`src/rtl/psum_accumulator.sv`:
```
// Accumulates a window of signed column partial sums, then shifts, clamps and
// presents one output activation over a valid/ready handshake.
module psum_accumulator #(
  parameter int DATA_WIDTH       = 8,
  parameter int COLUMN_OUT_WIDTH = 19,
  parameter int LEN_WIDTH        = 4,
  parameter int ACC_WIDTH        = COLUMN_OUT_WIDTH + LEN_WIDTH + 1
) (
  input  logic                               i_clk,
  input  logic                               i_rst_n,
  input  logic                               i_start,
  input  logic [LEN_WIDTH-1:0]               i_len,
  input  logic [3:0]                         i_shift,
  input  logic                               i_relu,
  input  logic                               i_psum_valid,
  input  logic signed [COLUMN_OUT_WIDTH-1:0] i_psum_column,
  output logic                               o_psum_ready,
  output logic                               o_data_valid,
  output logic [DATA_WIDTH-1:0]              o_data,
  input  logic                               i_data_ready,
  output logic                               o_busy,
  output logic                               o_done
);

  localparam logic [1:0] IDLE  = 2'd0;
  localparam logic [1:0] ACCUM = 2'd1;
  localparam logic [1:0] OUT   = 2'd2;

  // One extra bit so a zero length field can encode a full 2^LEN_WIDTH window.
  localparam int CNT_WIDTH = LEN_WIDTH + 1;

  localparam logic signed [ACC_WIDTH-1:0] U_MAX =
    {{(ACC_WIDTH-DATA_WIDTH){1'b0}}, {DATA_WIDTH{1'b1}}};
  localparam logic signed [ACC_WIDTH-1:0] S_MAX =
    {{(ACC_WIDTH-DATA_WIDTH+1){1'b0}}, {(DATA_WIDTH-1){1'b1}}};
  localparam logic signed [ACC_WIDTH-1:0] S_MIN =
    {{(ACC_WIDTH-DATA_WIDTH+1){1'b1}}, {(DATA_WIDTH-1){1'b0}}};

  logic [1:0]                   state_reg, state_next;
  logic signed [ACC_WIDTH-1:0]  acc_reg, acc_next;
  logic [CNT_WIDTH-1:0]         count_reg, count_next;
  logic [CNT_WIDTH-1:0]         len_reg, len_next;
  logic [3:0]                   shift_reg, shift_next;
  logic                         relu_reg, relu_next;
  logic [DATA_WIDTH-1:0]        data_reg, data_next;
  logic                         done_reg, done_next;

  logic                         psum_accept;
  logic                         last_accept;
  logic signed [ACC_WIDTH-1:0]  psum_ext;
  logic signed [ACC_WIDTH-1:0]  acc_sum;
  logic signed [ACC_WIDTH-1:0]  acc_shifted;
  logic [DATA_WIDTH-1:0]        result;

  assign o_psum_ready = (state_reg == ACCUM);
  assign o_data_valid = (state_reg == OUT);
  assign o_busy       = (state_reg != IDLE);
  assign o_data       = data_reg;
  assign o_done       = done_reg;

  assign psum_accept = o_psum_ready & i_psum_valid;
  assign last_accept = psum_accept && (count_reg == (len_reg - CNT_WIDTH'(1)));

  assign psum_ext    = {{(ACC_WIDTH-COLUMN_OUT_WIDTH){i_psum_column[COLUMN_OUT_WIDTH-1]}},
                        i_psum_column};
  assign acc_sum     = acc_reg + psum_ext;
  assign acc_shifted = acc_sum >>> shift_reg;

  // Saturate the shifted sum into the output range chosen at window start.
  always_comb begin
    result = acc_shifted[DATA_WIDTH-1:0];
    if (relu_reg) begin
      if (acc_shifted < 0) begin
        result = '0;
      end else if (acc_shifted > U_MAX) begin
        result = '1;
      end
    end else begin
      if (acc_shifted > S_MAX) begin
        result = S_MAX[DATA_WIDTH-1:0];
      end else if (acc_shifted < S_MIN) begin
        result = S_MIN[DATA_WIDTH-1:0];
      end
    end
  end

  always_comb begin
    state_next = state_reg;
    acc_next   = acc_reg;
    count_next = count_reg;
    len_next   = len_reg;
    shift_next = shift_reg;
    relu_next  = relu_reg;
    data_next  = data_reg;
    done_next  = 1'b0;
    case (state_reg)
      IDLE: begin
        if (i_start) begin
          state_next = ACCUM;
          acc_next   = '0;
          count_next = '0;
          len_next   = (i_len == '0) ? {1'b1, {LEN_WIDTH{1'b0}}} : {1'b0, i_len};
          shift_next = i_shift;
          relu_next  = i_relu;
        end
      end
      ACCUM: begin
        if (psum_accept) begin
          acc_next   = acc_sum;
          count_next = count_reg + CNT_WIDTH'(1);
          if (last_accept) begin
            state_next = OUT;
            data_next  = result;
          end
        end
      end
      OUT: begin
        if (i_data_ready) begin
          state_next = IDLE;
          done_next  = 1'b1;
        end
      end
      default: begin
        state_next = IDLE;
      end
    endcase
  end

  always_ff @(posedge i_clk or negedge i_rst_n) begin
    if (!i_rst_n) begin
      state_reg <= IDLE;
      acc_reg   <= '0;
      count_reg <= '0;
      len_reg   <= '0;
      shift_reg <= '0;
      relu_reg  <= 1'b0;
      data_reg  <= '0;
      done_reg  <= 1'b0;
    end else begin
      state_reg <= state_next;
      acc_reg   <= acc_next;
      count_reg <= count_next;
      len_reg   <= len_next;
      shift_reg <= shift_next;
      relu_reg  <= relu_next;
      data_reg  <= data_next;
      done_reg  <= done_next;
    end
  end

endmodule

```
`config.mk`:
```
export PLATFORM = sky130hd
export DESIGN_NAME = psum_accumulator
export DESIGN_NICKNAME = d
export VERILOG_FILES = /design/src/rtl/psum_accumulator.sv
export SDC_FILE = /design/constraint.sdc
export NUM_CORES = 1
export LEC_CHECK = 0
export CAP_MARGIN = 40
export CORE_ASPECT_RATIO = 0.5
export CORE_UTILIZATION = 32
export DETAILED_ROUTE_END_ITERATION = 8
export PLACE_DENSITY_LB_ADDON = 0.12
export SLEW_MARGIN = 40
export SYNTH_ARGS = -nofsm -noshare
export SYNTH_HDL_FRONTEND = slang
export SYNTH_SLANG_ARGS = --single-unit
export TNS_END_PERCENT = 30
```
`constraint.sdc`:
```
create_clock -name i_clk -period 5.45 [get_ports i_clk]
set_clock_uncertainty 0.05 [all_clocks]
set_input_delay 1.09 -clock i_clk [delete_from_list [all_inputs] [get_ports i_clk]]
set_output_delay 1.09 -clock i_clk [all_outputs]
set_load 0.05 [all_outputs]
```
==> impl.org, run 1 <==
** Placement
- The count of buffers added on input and output ports is 44.
- Routability-driven placement finished with a final weighted congestion of 0.895.
- The number of placed instances, taps included, is between 800 and 900.
- Once detailed placement completed, the half-perimeter wirelength came to approximately 13,000 um.
- Worst setup timing slack at the placement stage :: 0.0386 ns

** Clock network
- The number of clock buffers added by TritonCTS is 5.
- Clock tree from TritonCTS :: built
- Number of buffers inserted by hold repair at cts :: 0
- Once the clock tree was built, the setup fixing pass inserted 0 buffers.
- Clock edge transition at the registers on the reported setup and hold paths :: 0.08 ns
- Skew-Pair Late Insertion Delay :: 0.30 ns
- The tree is rooted in a clkbuf_16.
- CTS saw 50 sinks.
- Number of buffers on the longest clock path :: 2
- CTS built an H-tree with a depth of 2.
- Post-cts repair resize count :: 0

** Final layout
- At the end of the flow, the number of nets in the layout was 758.
- The number of antenna diodes in the final layout is 0.
- Max FFs per register :: 24
- Final cell count without fillers :: 898
- From synthesis to final layout, the design area changed by 22.2%.
- Count of filler cells inserted in the layout :: roughly 1,500
- Fraction of final layout cells with drive strength greater than 1 :: ~15%

** STA
- Final cycle utilization of the critical path :: 94.4%
- Setup violators final :: 0
- Setup Total Neg Slack :: 0 ns
- Relative max-transition margin :: 46.5%
- For the pin with the worst max-slew slack, the measured transition is 0.793 ns.
- Based on the critical path, the design can be clocked at up to a little under 0.2 GHz.
- The number of failing hold endpoints at the final stage came to 0.
- Setup repair after global routing missed its margin :: no
- Final critical delay including setup and external delays :: 5.15 ns
- In the post-route analysis, the smallest setup slack over all paths is 0.304 ns.
- Fin Hold WS :: around 0.44 ns
- Count of final max-slew check failures :: 0

** Logic synthesis
- Largest area contributor in the synthesized netlist :: dfrtp_1
- Mapped Avg Cell Area :: about 8 um^2
- Number of distinct library cell variants in the gate-level netlist after synthesis :: 74
- In the synthesized netlist the async set-or-reset flop fraction comes to 100%.
- Total standard cell area after synthesis :: ~5000 um^2
- Top cells by area in the synthesized netlist :: dfrtp_1 25%, ha_1 6.2%, nand2_1 5.5%
- After technology mapping, the gate count stands at ~630.
- Number of register bits inferred by synthesis :: 50
- Synthesis produced a netlist with a net count of 691.
- Yosys warning total :: 0
- Share of the yosys chip area belonging to registers :: 25.0%
- Number of flops mapped to enable cells by yosys :: 0
- Yosys instantiated no cell more often than nand2_1.
- Sorting the synthesized cells by how often they occur yields 74 x nand2_1, 61 x nor2_1, 53 x a21oi_1.
- Share of the synthesized area in the top cell type :: 25.0%
- Among all flip-flop cells after synthesis, the most frequent one is dfrtp_1.

** Floorplanning
- Effective utilization at floorplan :: 33.7%
- After floorplanning, the core was divided into 31 placement rows.
- Core area :: approximately 15,000 um^2
- Die Span X :: 179 um
- Overall die height :: 90.5 um
- Overall die area :: 16,200 um^2
- 45 I/O pins were placed.

** Worst hold path
- Number of cells on the worst hold path :: 2
- The worst hold path terminates at acc_reg[18].
- Hold WC Path Type :: flop to flop
- Hold Startpoint :: acc_reg[18]

** Routing
- Post-detailed-route count of antenna-violating nets :: 0
- Summing over every cut layer, the via total after detailed routing is 5,265.
- Average wire per standard cell :: 19.0 um
- The first TritonRoute pass finished after 6 iterations.
- Number of design-rule violations left by the first detailed-router iteration :: between 400 and 500
- Using the TritonRoute via totals, the vias-per-cell ratio works out to ~5.9.
- Count of unresolved DRC violations after routing :: 0
- For this block, the routed nets add up to 17,100 um of wire.

** Worst setup path
- Largest fanout of any net on the critical path :: 7
- Critical R2R Launch :: acc_reg[0]
- STA classifies the critical path endpoint as a flop.
- The worst setup path is launched from a primary input.
- At the worst endpoint, the required time is 5.63 ns.
- CP arrival :: approximately 5.3 ns
- The number of cells on the worst reg-to-reg path is 14.
- Register-to-register setup slack :: 1.15 ns
- Capturing point of the worst reg2reg path :: o_data[2]
- Type of the worst setup path :: primary input to flop

** Job
- The tool flagged a number of max-cap violations equal to 0.

** Global routing
- Global routing consumed, over all layers together, between 20% and 30% of the routing resources.
- Maximum number of pins on one net before global-route repair :: 51
- Global-route wire length before repair :: 27,500 um
- Initial antenna violation count :: 0
- Global routing finished with a remaining overflow of 0.
- The number of global-route vias before repair was 4,946.

** Status
- Result of the run :: finished clean
==> per-stage QoR <==
step	util [%]	area [um^2]
3_3_place_gp	40.0	5950
3_5_place_dp	40.0	5950
4_1_cts	41.2	6110
6_report	41.2	6120
2_1_floorplan	-	5010
5_1_grt	41.2	6120
==> logic make-up (layout without fill, tap and decap cells) <==
kind of cell	after synthesis	after routing	share of synthesized area, %
compound gates	235	235	32.8
simple gates	218	218	20.3
buf+inv	54	122	4.37
flops	50	50	25.0
xor+xnor	28	28	5.27
fa+ha+maj	26	26	6.64
mux	21	21	5.74
==> cell type report <==
type                       instances  area, um^2  area share (%)
clock buffer                       5         125            2.04
clock inverter                     3        43.8           0.715
inverter                          17        63.8            1.04
multi-input combinational        528        3560            58.1
sequential                        50        1250            20.5
tap                              198         248            4.05
timing repair buffer              97         833            13.6
==> worst max-delay path, stage by stage <==
cell and delay [ns]:
clkdlybuf4s50_1 0.46, ha_1 0.22, fa_1 0.27, a21oi_1 0.09
o211a_1 0.27, o21ai_2 0.31, a21oi_1 0.21, or2_2 0.39
xor2_4 0.17, o311ai_0 0.57, nor3_1 0.16, buf_4 0.18
a211oi_1 0.31, a41o_1 0.25, o311ai_0 0.18, a21oi_1 0.19
==> layer usage <==
layer / track usage [%] / vias up / wire length [um]
met1: 35.1 / 2579 / 9120
li1: - / 2522 / -
met2: 29.5 / 154 / 6740
met3: 3.75 / 10 / 1060
met5: 0 / - / 0
met4: 4.10 / 0 / 156
==> layout by cell type (no fill, tap or decap), types with 15 or more instances in the layout <==
cell	Yosys	final
clkdlybuf4s50_1	0	43
o21ai_0	49	49
inv_1	15	15
dfrtp_1	50	49
a22o_1	17	17
buf_4	0	53
xor2_1	15	15
ha_1	25	25
a21oi_1	53	53
nor2_1	61	60
nand2_1	74	74
==> worst max path at each step <==
stage                     slack (ns)  cells past startpoint         to               from
after floorplan                 0.76                     14  o_data[7]   i_psum_column[0]
after global placement          0.09                     15  o_data[4]  i_psum_column[18]
after detailed placement        0.04                     15  o_data[4]   i_psum_column[0]
after CTS                       0.35                     16  o_data[4]   i_psum_column[0]
after global routing            0.07                     16  o_data[4]   i_psum_column[0]
final                           0.30                     16  o_data[4]   i_psum_column[0]
Power of run 1 is left out: the tool's default activity adds up to more than one toggle a clock period on the data nets, which glitch-free logic cannot reach.
==> inputs of run 2 (changes only) <==
Settings changed: CAP_MARGIN 40 to 20.
==> results of run 2 <==
Final layout, timing and power as in run 1 (identical DEF).
Power of run 2 is left out for the same reason.
